--- src/rtl/pe_row_sched_if.sv ---
// Handshake bundle between the PE row sequencer and its weight buffer,
// input buffer, PE row and downstream consumer.
interface pe_row_sched_if;
  logic w_req;
  logic w_valid;
  logic w_load;
  logic pix_valid;
  logic pix_ready;
  logic pe_en;
  logic out_valid;
  logic out_last;
  logic out_ready;

  modport master (
    output w_req, w_load, pix_ready, pe_en, out_valid, out_last,
    input  w_valid, pix_valid, out_ready
  );

  modport slave (
    input  w_req, w_load, pix_ready, pe_en, out_valid, out_last,
    output w_valid, pix_valid, out_ready
  );
endinterface

--- src/rtl/pe_row_sched.sv ---
// Tile-pass sequencer for one PE row: weight fetch, pixel streaming,
// product tracking through the PE pipeline and downstream handshake.
//
//  state  | meaning
//  IDLE   | waiting for start
//  LOAD_W | requesting the tile's weight vector
//  STREAM | accepting pixel vectors until cfg_len taken
//  DRAIN  | no more pixels, emptying the PE pipeline
//  DONE   | one-cycle completion pulse
module pe_row_sched #(
  parameter int LANES  = 16,
  parameter int CNT_W  = 10,
  parameter int PE_LAT = 1
) (
  input  logic             clk,
  input  logic             rst,
  input  logic             start_i,
  input  logic [CNT_W-1:0] cfg_len_i,
  output logic             busy_o,
  output logic             done_o,
  pe_row_sched_if.master   row_if
);

  localparam logic [2:0] S_IDLE   = 3'd0;
  localparam logic [2:0] S_LOAD_W = 3'd1;
  localparam logic [2:0] S_STREAM = 3'd2;
  localparam logic [2:0] S_DRAIN  = 3'd3;
  localparam logic [2:0] S_DONE   = 3'd4;

  // Control is lane-uniform, so LANES only documents the row width.
  if (PE_LAT < 1 || LANES < 1) begin : g_bad_params
  end

  logic [2:0]        state_q, state_d;
  logic [CNT_W-1:0]  len_q, len_d;
  logic [CNT_W-1:0]  cnt_q, cnt_d;
  logic [PE_LAT-1:0] vld_q, vld_d;
  logic [PE_LAT-1:0] lst_q, lst_d;

  logic out_valid;
  logic stall;
  logic pe_en;
  logic pix_ready;
  logic accept;
  logic is_last;
  logic w_req;

  always_comb begin
    out_valid = vld_q[PE_LAT-1];
    stall     = out_valid & ~row_if.out_ready;
    pe_en     = ((state_q == S_STREAM) || (state_q == S_DRAIN)) & ~stall;
    pix_ready = (state_q == S_STREAM) & ~stall;
    accept    = pix_ready & row_if.pix_valid;
    is_last   = (cnt_q == (len_q - CNT_W'(1)));
    w_req     = (state_q == S_LOAD_W);
  end

  // Pipe tokens move only with the PE row, so a stall freezes the output.
  always_comb begin
    vld_d = vld_q;
    lst_d = lst_q;
    if (pe_en) begin
      vld_d[0] = accept;
      lst_d[0] = accept & is_last;
      for (int i = 1; i < PE_LAT; i++) begin
        vld_d[i] = vld_q[i-1];
        lst_d[i] = lst_q[i-1];
      end
    end
  end

  always_comb begin
    state_d = state_q;
    len_d   = len_q;
    cnt_d   = cnt_q;
    case (state_q)
      S_IDLE: begin
        if (start_i) begin
          if (cfg_len_i == '0) begin
            state_d = S_DONE;
          end else begin
            state_d = S_LOAD_W;
            len_d   = cfg_len_i;
            cnt_d   = '0;
          end
        end
      end
      S_LOAD_W: begin
        if (row_if.w_valid) state_d = S_STREAM;
      end
      S_STREAM: begin
        if (accept) begin
          cnt_d = cnt_q + CNT_W'(1);
          if (is_last) state_d = S_DRAIN;
        end
      end
      S_DRAIN: begin
        if (out_valid && lst_q[PE_LAT-1] && row_if.out_ready) state_d = S_DONE;
      end
      S_DONE: begin
        state_d = S_IDLE;
      end
      default: begin
        state_d = S_IDLE;
      end
    endcase
  end

  always_ff @(posedge clk or posedge rst) begin
    if (rst) begin
      state_q <= S_IDLE;
      len_q   <= '0;
      cnt_q   <= '0;
      vld_q   <= '0;
      lst_q   <= '0;
    end else begin
      state_q <= state_d;
      len_q   <= len_d;
      cnt_q   <= cnt_d;
      vld_q   <= vld_d;
      lst_q   <= lst_d;
    end
  end

  assign busy_o           = (state_q != S_IDLE);
  assign done_o           = (state_q == S_DONE);
  assign row_if.w_req     = w_req;
  assign row_if.w_load    = w_req & row_if.w_valid;
  assign row_if.pix_ready = pix_ready;
  assign row_if.pe_en     = pe_en;
  assign row_if.out_valid = out_valid;
  assign row_if.out_last  = lst_q[PE_LAT-1];

endmodule

--- src/flat_wrapper.sv ---
// flat-port wrapper written by rule: the top's interface ports become plain ports
module pe_row_sched_flat 
#(
  parameter int LANES  = 16,
  parameter int CNT_W  = 10,
  parameter int PE_LAT = 1
)
  (clk, rst, start_i, cfg_len_i, busy_o, done_o, row_if_w_req, row_if_w_load, row_if_pix_ready, row_if_pe_en, row_if_out_valid, row_if_out_last, row_if_w_valid, row_if_pix_valid, row_if_out_ready);
  pe_row_sched_if row_if_i ();
  input  logic clk;
  input  logic rst;
  input  logic start_i;
  input  logic [CNT_W-1:0] cfg_len_i;
  output logic busy_o;
  output logic done_o;
  output wire logic [$bits(row_if_i.w_req)-1:0] row_if_w_req;
  output wire logic [$bits(row_if_i.w_load)-1:0] row_if_w_load;
  output wire logic [$bits(row_if_i.pix_ready)-1:0] row_if_pix_ready;
  output wire logic [$bits(row_if_i.pe_en)-1:0] row_if_pe_en;
  output wire logic [$bits(row_if_i.out_valid)-1:0] row_if_out_valid;
  output wire logic [$bits(row_if_i.out_last)-1:0] row_if_out_last;
  input wire logic [$bits(row_if_i.w_valid)-1:0] row_if_w_valid;
  input wire logic [$bits(row_if_i.pix_valid)-1:0] row_if_pix_valid;
  input wire logic [$bits(row_if_i.out_ready)-1:0] row_if_out_ready;
  assign row_if_w_req = row_if_i.w_req;
  assign row_if_w_load = row_if_i.w_load;
  assign row_if_pix_ready = row_if_i.pix_ready;
  assign row_if_pe_en = row_if_i.pe_en;
  assign row_if_out_valid = row_if_i.out_valid;
  assign row_if_out_last = row_if_i.out_last;
  assign row_if_i.w_valid = row_if_w_valid;
  assign row_if_i.pix_valid = row_if_pix_valid;
  assign row_if_i.out_ready = row_if_out_ready;
  pe_row_sched #(.LANES(LANES), .CNT_W(CNT_W), .PE_LAT(PE_LAT)) u_core (.clk(clk), .rst(rst), .start_i(start_i), .cfg_len_i(cfg_len_i), .busy_o(busy_o), .done_o(done_o), .row_if(row_if_i));
endmodule
--- config.mk ---
export PLATFORM = sky130hd
export DESIGN_NAME = pe_row_sched_flat
export DESIGN_NICKNAME = d
export VERILOG_FILES = /design/src/rtl/pe_row_sched_if.sv /design/src/rtl/pe_row_sched.sv /design/src/flat_wrapper.sv
export SDC_FILE = /design/constraint.sdc
export NUM_CORES = 1
export LEC_CHECK = 0
export BUFFER_PORTS_ARGS = -buffer_cell sky130_fd_sc_hd__buf_2
export CAP_MARGIN = 10
export CORE_MARGIN = 2
export CORE_UTILIZATION = 50
export CTS_CLUSTER_SIZE = 25
export DETAILED_ROUTE_END_ITERATION = 12
export PLACE_DENSITY_LB_ADDON = 0.05
export REMOVE_ABC_BUFFERS = 1
export SYNTH_ARGS = -nofsm -noshare
export SYNTH_HDL_FRONTEND = slang
export SYNTH_SLANG_ARGS = --single-unit
--- constraint.sdc ---
create_clock -name clk -period 2.64 [get_ports clk]
set_clock_uncertainty 0.05 [all_clocks]
set_input_delay 0.528 -clock clk [delete_from_list [all_inputs] [get_ports clk]]
set_output_delay 0.528 -clock clk [all_outputs]
set_load 0.005 [all_outputs]
==> results of run 1 <==
cell type report:
type	count	area [um^2]
clock buffer	3	22.52
clock inverter	1	5.005
fill	276	1149
inverter	4	15.01
multi-input combinational	114	772.0
sequential	25	625.6
tap	31	38.79
timing repair buffer	25	130.1
power by group:
| part | internal [mW] | switching, mW |
|---|---|---|
| Sequential | 0.502 | 0.152 |
| Clock | 0.0567 | 0.113 |
| Combinational | 0.324 | 0.320 |
stage by stage:
stage	cells	utilization
after floorplan	143	-
after global placement	199	0.5735
after detailed placement	199	0.5735
after CTS	203	0.5835
after global routing	203	0.5835
final	203	0.5835
sequential cells by signal (all words and copies together) (netlist names):
signal and count:
u_core.cnt_q 10, u_core.row_if.out_last 1, u_core.state_q 3, u_core.row_if.out_valid 1
u_core.len_q 10
worst max-delay path by stage:
stage / from / to / cells past startpoint
after floorplan: cfg_len_i[2] / u_core.len_q[2] / 4
after global placement: cfg_len_i[8] / u_core.len_q[7] / 5
after detailed placement: cfg_len_i[8] / u_core.len_q[7] / 5
after CTS: u_core.state_q[1] / u_core.len_q[7] / 3
after global routing: u_core.state_q[1] / u_core.len_q[7] / 3
final: u_core.state_q[1] / u_core.len_q[7] / 3
per-layer routing:
metal  routed length [um]  global-route usage  share of wire
met2                 1377              0.3149           0.49
met1                 1307              0.2643           0.47
met5                    0                   0              0
met4                   31             0.07973          0.011
met3                   88             0.02009          0.031
cells in the final DEF (no fill, tap or decap), drive strengths merged, types with 4 or more instances in the layout:
master and count:
a21oi 4, and3 5, buf 25, dfrtp 25, inv 4, mux2 8, nand2 13, nand4 5
nor2 14, nor3 5, nor4 4, o21ai 7, xnor2 11, xor2 10
worst reg2reg max path, stage by stage (launching register included):
cell	delay, ps
dfrtp_1	510
nor3_1	260
and3_1	780
mux2_1	400
cell families (layout without fill, tap and decap cells):
group / count (synthesis) / count (layout)
flip-flops: 25 / 25
AO/OA/AOI/OAI: 17 / 17
buffers and inverters: 11 / 33
adder cells (fa/ha/maj): 2 / 2
multiplexers: 8 / 8
AND/OR/NAND/NOR: 66 / 66
XOR/XNOR: 21 / 21
==> flow_summary_export.csv, run 1 <==
group,metric,value,unit
worst_setup_path,crit_slowest_cell,"and3_1",
finish,layout-drive-gt1-share,0.1919,
clock_tree,cts-resized-gates,0,
clock_tree,tritoncts,"built",
timing,max_freq,477.6,MHz
timing,period_share,0.7930,
yosys,synth-simple-area-share,0.2549,
placement,hpwl,2.151,mm
clock_tree,cts_hold_buf,0,
clock_tree,htreeDepth,1,
power,total_leakage_power,0.7527,nW
yosys,yosys_warnings,0,
hold_path,worstHoldPathType,"in2async",
yosys,ys_seq_area_frac,0.4277,
floorplan,coreArea,2758,um^2
worst_setup_path,path_class,"reg2reg",
finish,stdcell_area,1609,um^2
global_routing,grt_pass1_wl,5.037,mm
placement,io_buffers,23,
worst_setup_path,rr_worst_depth,3,
routing,drc_errors,0,
floorplan,dieArea,3374,um^2
yosys,synth.most_common_cell,"dfrtp_1",
power,power_density,911.6,nW/um^2
routing,vias,1124,
yosys,avgSynthCellArea,9.751,um^2
yosys,synthCells,150,
worst_setup_path,worstPathCellList,"nor3_1, and3_1, mux2_1",
yosys,synth_area_leaders,"dfrtp_1 43%, xnor2_1 6.6%, mux2_1 6.2%, xor2_1 6.0%, nor2_1 3.6%",
placement,placed_area,1582,um^2
yosys,async_flop_share,1.000,
worst_setup_path,r2r-end,"u_core.len_q[7]",
yosys,synth_edf_count,0,
timing,slew_violations,0,
worst_setup_path,critPathBufInv,0,
timing,hold_violations,0,
power,p_total,1.467,mW
worst_setup_path,required,2810,ps
yosys,synth_xor_xnor_area_share,0.1257,
timing,rsz0062_at_grt,"false",
status,status,"finished clean",
yosys,synth_compound_area_frac,0.06843,
routing,wire_per_inst,13.82,um
floorplan,ioPinCount,24,
floorplan,num_rows,19,
placement,gp_congestion,0.7835,
worst_setup_path,path_delay_family,"simple AND/OR/NAND/NOR gates",
yosys,synth-seq-cells,25,
finish,area_delta_synth_final,10.01,%
yosys,synth_mux_area_frac,0.06159,
global_routing,grt_pass1_vias,1108,
finish,finalNetCount,191,
clock_tree,clock-sinks,25,
clock_tree,post_cts_buffers,0,
clock_tree,insertion_delay,320,ps
worst_setup_path,critPathCaptureType,"flop",
clock_tree,numCtsBuffers,3,
timing,setup_viol_count_final,0,
timing,fin_setup_tns,0,ps
routing,viasPerCell,5.537,
global_routing,overflow,0,
yosys,yosysUniqueCellTypes,35,
worst_setup_path,critical_path.max_stage_delay,780,ps
finish,antennaDiodeCount,0,
power,ir_worst_vdd,583.5,uV
timing,slew_headroom,0.3729,
floorplan,die_w,58.09,um
yosys,synthFlopType,"dfrtp_1",
floorplan,initial_core_util,0.5304,
worst_setup_path,r2r_start,"u_core.state_q[1]",
worst_setup_path,critical_path.max_fanout,23,
yosys,synth_fa_ha_area_frac,0.01711,
routing,routed_wl,2.805,mm
worst_setup_path,critPathLaunchType,"flop",
yosys,synth_top_cell_by_area,"dfrtp_1",
worst_setup_path,reg2reg_slack,550,ps
timing,tightest_slew,939.7,ps
global_routing,antenna_found_initial,0,
yosys,synth_top_family_by_area,"simple AND/OR/NAND/NOR gates",
timing,min_period,2094,ps
clock_tree,cts_root_buf,"clkbuf_4",
global_routing,grt_max_degree,26,
worst_setup_path,cp.arrival,2260,ps
yosys,synth_top_area_frac,0.4277,
floorplan,die_y,58.09,um
routing,drtIter0Drc,62,
yosys,netlist_area,1463,um^2
timing,hold_ws,344.9,ps
placement,post-place-ws,455.1,ps
timing,worst_slack,546.4,ps
clock_tree,clk_pin_slew_worst_paths,130,ps
global_routing,grt_usage,0.1936,
routing,drtPass1Iterations,3,
routing,ant_nets,0,
yosys,netlist_top_cells_count,"25 x dfrtp_1, 14 x nor2_1, 11 x nand2_1, 11 x xnor2_1, 10 x xor2_1",
flow_run,maxCapViolCount,0,
clock_tree,clock_path_buffers,2,
No activity file was read; power rests on OpenSTA's default activity.
==> inputs of run 2 (changes only) <==
==> constraint.sdc (replaced) <==
create_clock -name clk -period 1.8 [get_ports clk]
set_clock_uncertainty 0.05 [all_clocks]
set_input_delay 0.36 -clock clk [delete_from_list [all_inputs] [get_ports clk]]
set_output_delay 0.36 -clock clk [all_outputs]
set_load 0.005 [all_outputs]
==> run 2 against run 1 <==
- sequential share of layout area fell by 4.7 points
- global-route usage increased by 0.19 points
- via count up 8.6%
- sequential power increased by 53%
- largest cell class unchanged
- count of clock-buffer cells in the layout rose by 1
==> flow_summary_export.csv, run 2 (same netlist as run 1, synthesis figures left out) <==
group,metric,value,unit
status,status,"finished clean",
clock_tree,insertion_delay,310,ps
clock_tree,clock_path_buffers,2,
finish,largest_registers,"u_core.cnt_q (10), u_core.len_q (10), u_core.state_q (3)",
global_routing,antenna_found_initial,0,
hold_path,worstHoldPathType,"in2async",
timing,slew_violations,0,
routing,ant_nets,0,
timing,period_share,0.9654,
floorplan,die_y,58.09,um
floorplan,num_rows,19,
worst_setup_path,r2r_start,"u_core.len_q[4]",
power,ir_worst_vdd,937.8,uV
global_routing,grt_pass1_wl,5.119,mm
worst_setup_path,cp.arrival,1330,ps
clock_tree,clk_pin_slew_worst_paths,140,ps
clock_tree,clock-sinks,25,
placement,io_buffers,23,
floorplan,ioPinCount,24,
worst_setup_path,path_class,"reg2out",
finish,finalNetCount,206,
finish,antennaDiodeCount,0,
power,total_leakage_power,0.8513,nW
routing,drtPass1Iterations,4,
worst_setup_path,reg2reg_slack,70,ps
power,power_density,1394,nW/um^2
floorplan,coreArea,2758,um^2
timing,tightest_slew,329.8,ps
timing,hold_violations,0,
worst_setup_path,critPathCaptureType,"output pin",
routing,drtIter0Drc,52,
global_routing,grt_usage,0.1955,
worst_setup_path,critPathLaunchType,"flop",
finish,fin_util,0.6656,
global_routing,overflow,0,
worst_setup_path,required,1390,ps
placement,gp_congestion,0.8048,
floorplan,die_w,58.09,um
global_routing,grt_max_degree,26,
floorplan,initial_core_util,0.5304,
flow_run,maxCapViolCount,0,
finish,layout-drive-gt1-share,0.3422,
clock_tree,cts_hold_buf,0,
routing,wire_per_inst,14.22,um
floorplan,dieArea,3374,um^2
placement,placed_area,1672,um^2
timing,min_period,1738,ps
finish,stdcell_area,1836,um^2
timing,rsz0062_at_grt,"true",
worst_setup_path,critical_path.max_fanout,5,
routing,drc_errors,0,
clock_tree,numCtsBuffers,3,
timing,setup_viol_count_final,0,
placement,hpwl,2.371,mm
finish,final_cell_mix,"23 x buf_2, 23 x dfrtp_1, 16 x buf_4, 14 x nor2_1, 11 x nand2_1",
timing,max_freq,575.5,MHz
routing,viasPerCell,5.601,
finish,area_delta_synth_final,25.49,%
clock_tree,cts_root_buf,"clkbuf_4",
clock_tree,tritoncts,"built",
clock_tree,htreeDepth,1,
routing,vias,1221,
global_routing,grt_pass1_vias,1131,
timing,slew_headroom,0.7781,
worst_setup_path,crit_start,"u_core.state_q[2]",
routing,routed_wl,3.101,mm
run 2: cell count changes in the layout (fill, tap and decap cells not counted), sizes merged:
| cell | change |
|---|---|
| clkbuf | +1 |
| clkinv | -1 |
| buf | +15 |
run 2: cell type report:
| type | count | area, um^2 |
|---|---|---|
| clock buffer | 4 | 26.28 |
| inverter | 4 | 15.01 |
| timing repair buffer | 40 | 246.5 |
| sequential | 25 | 628.1 |
| multi-input combinational | 114 | 880.8 |
| fill | 237 | 922.1 |
| tap | 31 | 38.79 |
run 2: metrics by stage:
stage	setup WS, ps	hold WS, ps	setup TNS, ps	instances	power, mW
2_1_floorplan	2.237	337.3	0	143	1.652
3_3_place_gp	-63.97	369.5	-626.6	211	2.013
3_5_place_dp	-78.40	375.9	-862.4	211	2.058
4_1_cts	1.965	12.17	0	216	2.390
5_1_grt	-33.31	44.96	-64.38	218	2.751
6_report	62.35	6.375	0	218	2.559
run 2: worst paths after layout:
kind,to,cells after the start
max,row_if_w_load,4
min,u_core.row_if.out_valid,3
max reg2reg,u_core.state_q[0],4
min reg2reg,u_core.len_q[9],1
max in group asynchronous,u_core.state_q[2],3
min in group clk,u_core.len_q[0],3
run 2: critical path: stages (launching register included):
cell and delay, ps:
dfrtp_2 470, buf_6 130, nand2b_4 140, nor3b_2 150, buf_2 130
run 2: what timing repair did:
| action | CTS | global route |
|---|---|---|
| gates resized for setup | 6 | 16 |
| endpoints found under the setup margin | 3 | 24 |
| setup buffers | 1 | 2 |
| hold endpoints to repair | 0 | 0 |
| pin swaps | 3 | 7 |
run 2: power breakdown:
part	total, mW	switching [mW]	internal, mW	leakage [nW]
logic	1.31	0.594	0.717	0.520
clock network	0.247	0.161	0.0865	0.0150
registers	1.00	0.263	0.739	0.316
run 2: per-layer routing:
layer,share of wire,global-route usage,vias to the layer above
li1,-,-,598
met1,0.45,0.2691,591
met2,0.49,0.3295,24
met3,0.033,0.02232,8
met4,0.020,0.04983,0
met5,0,0,-
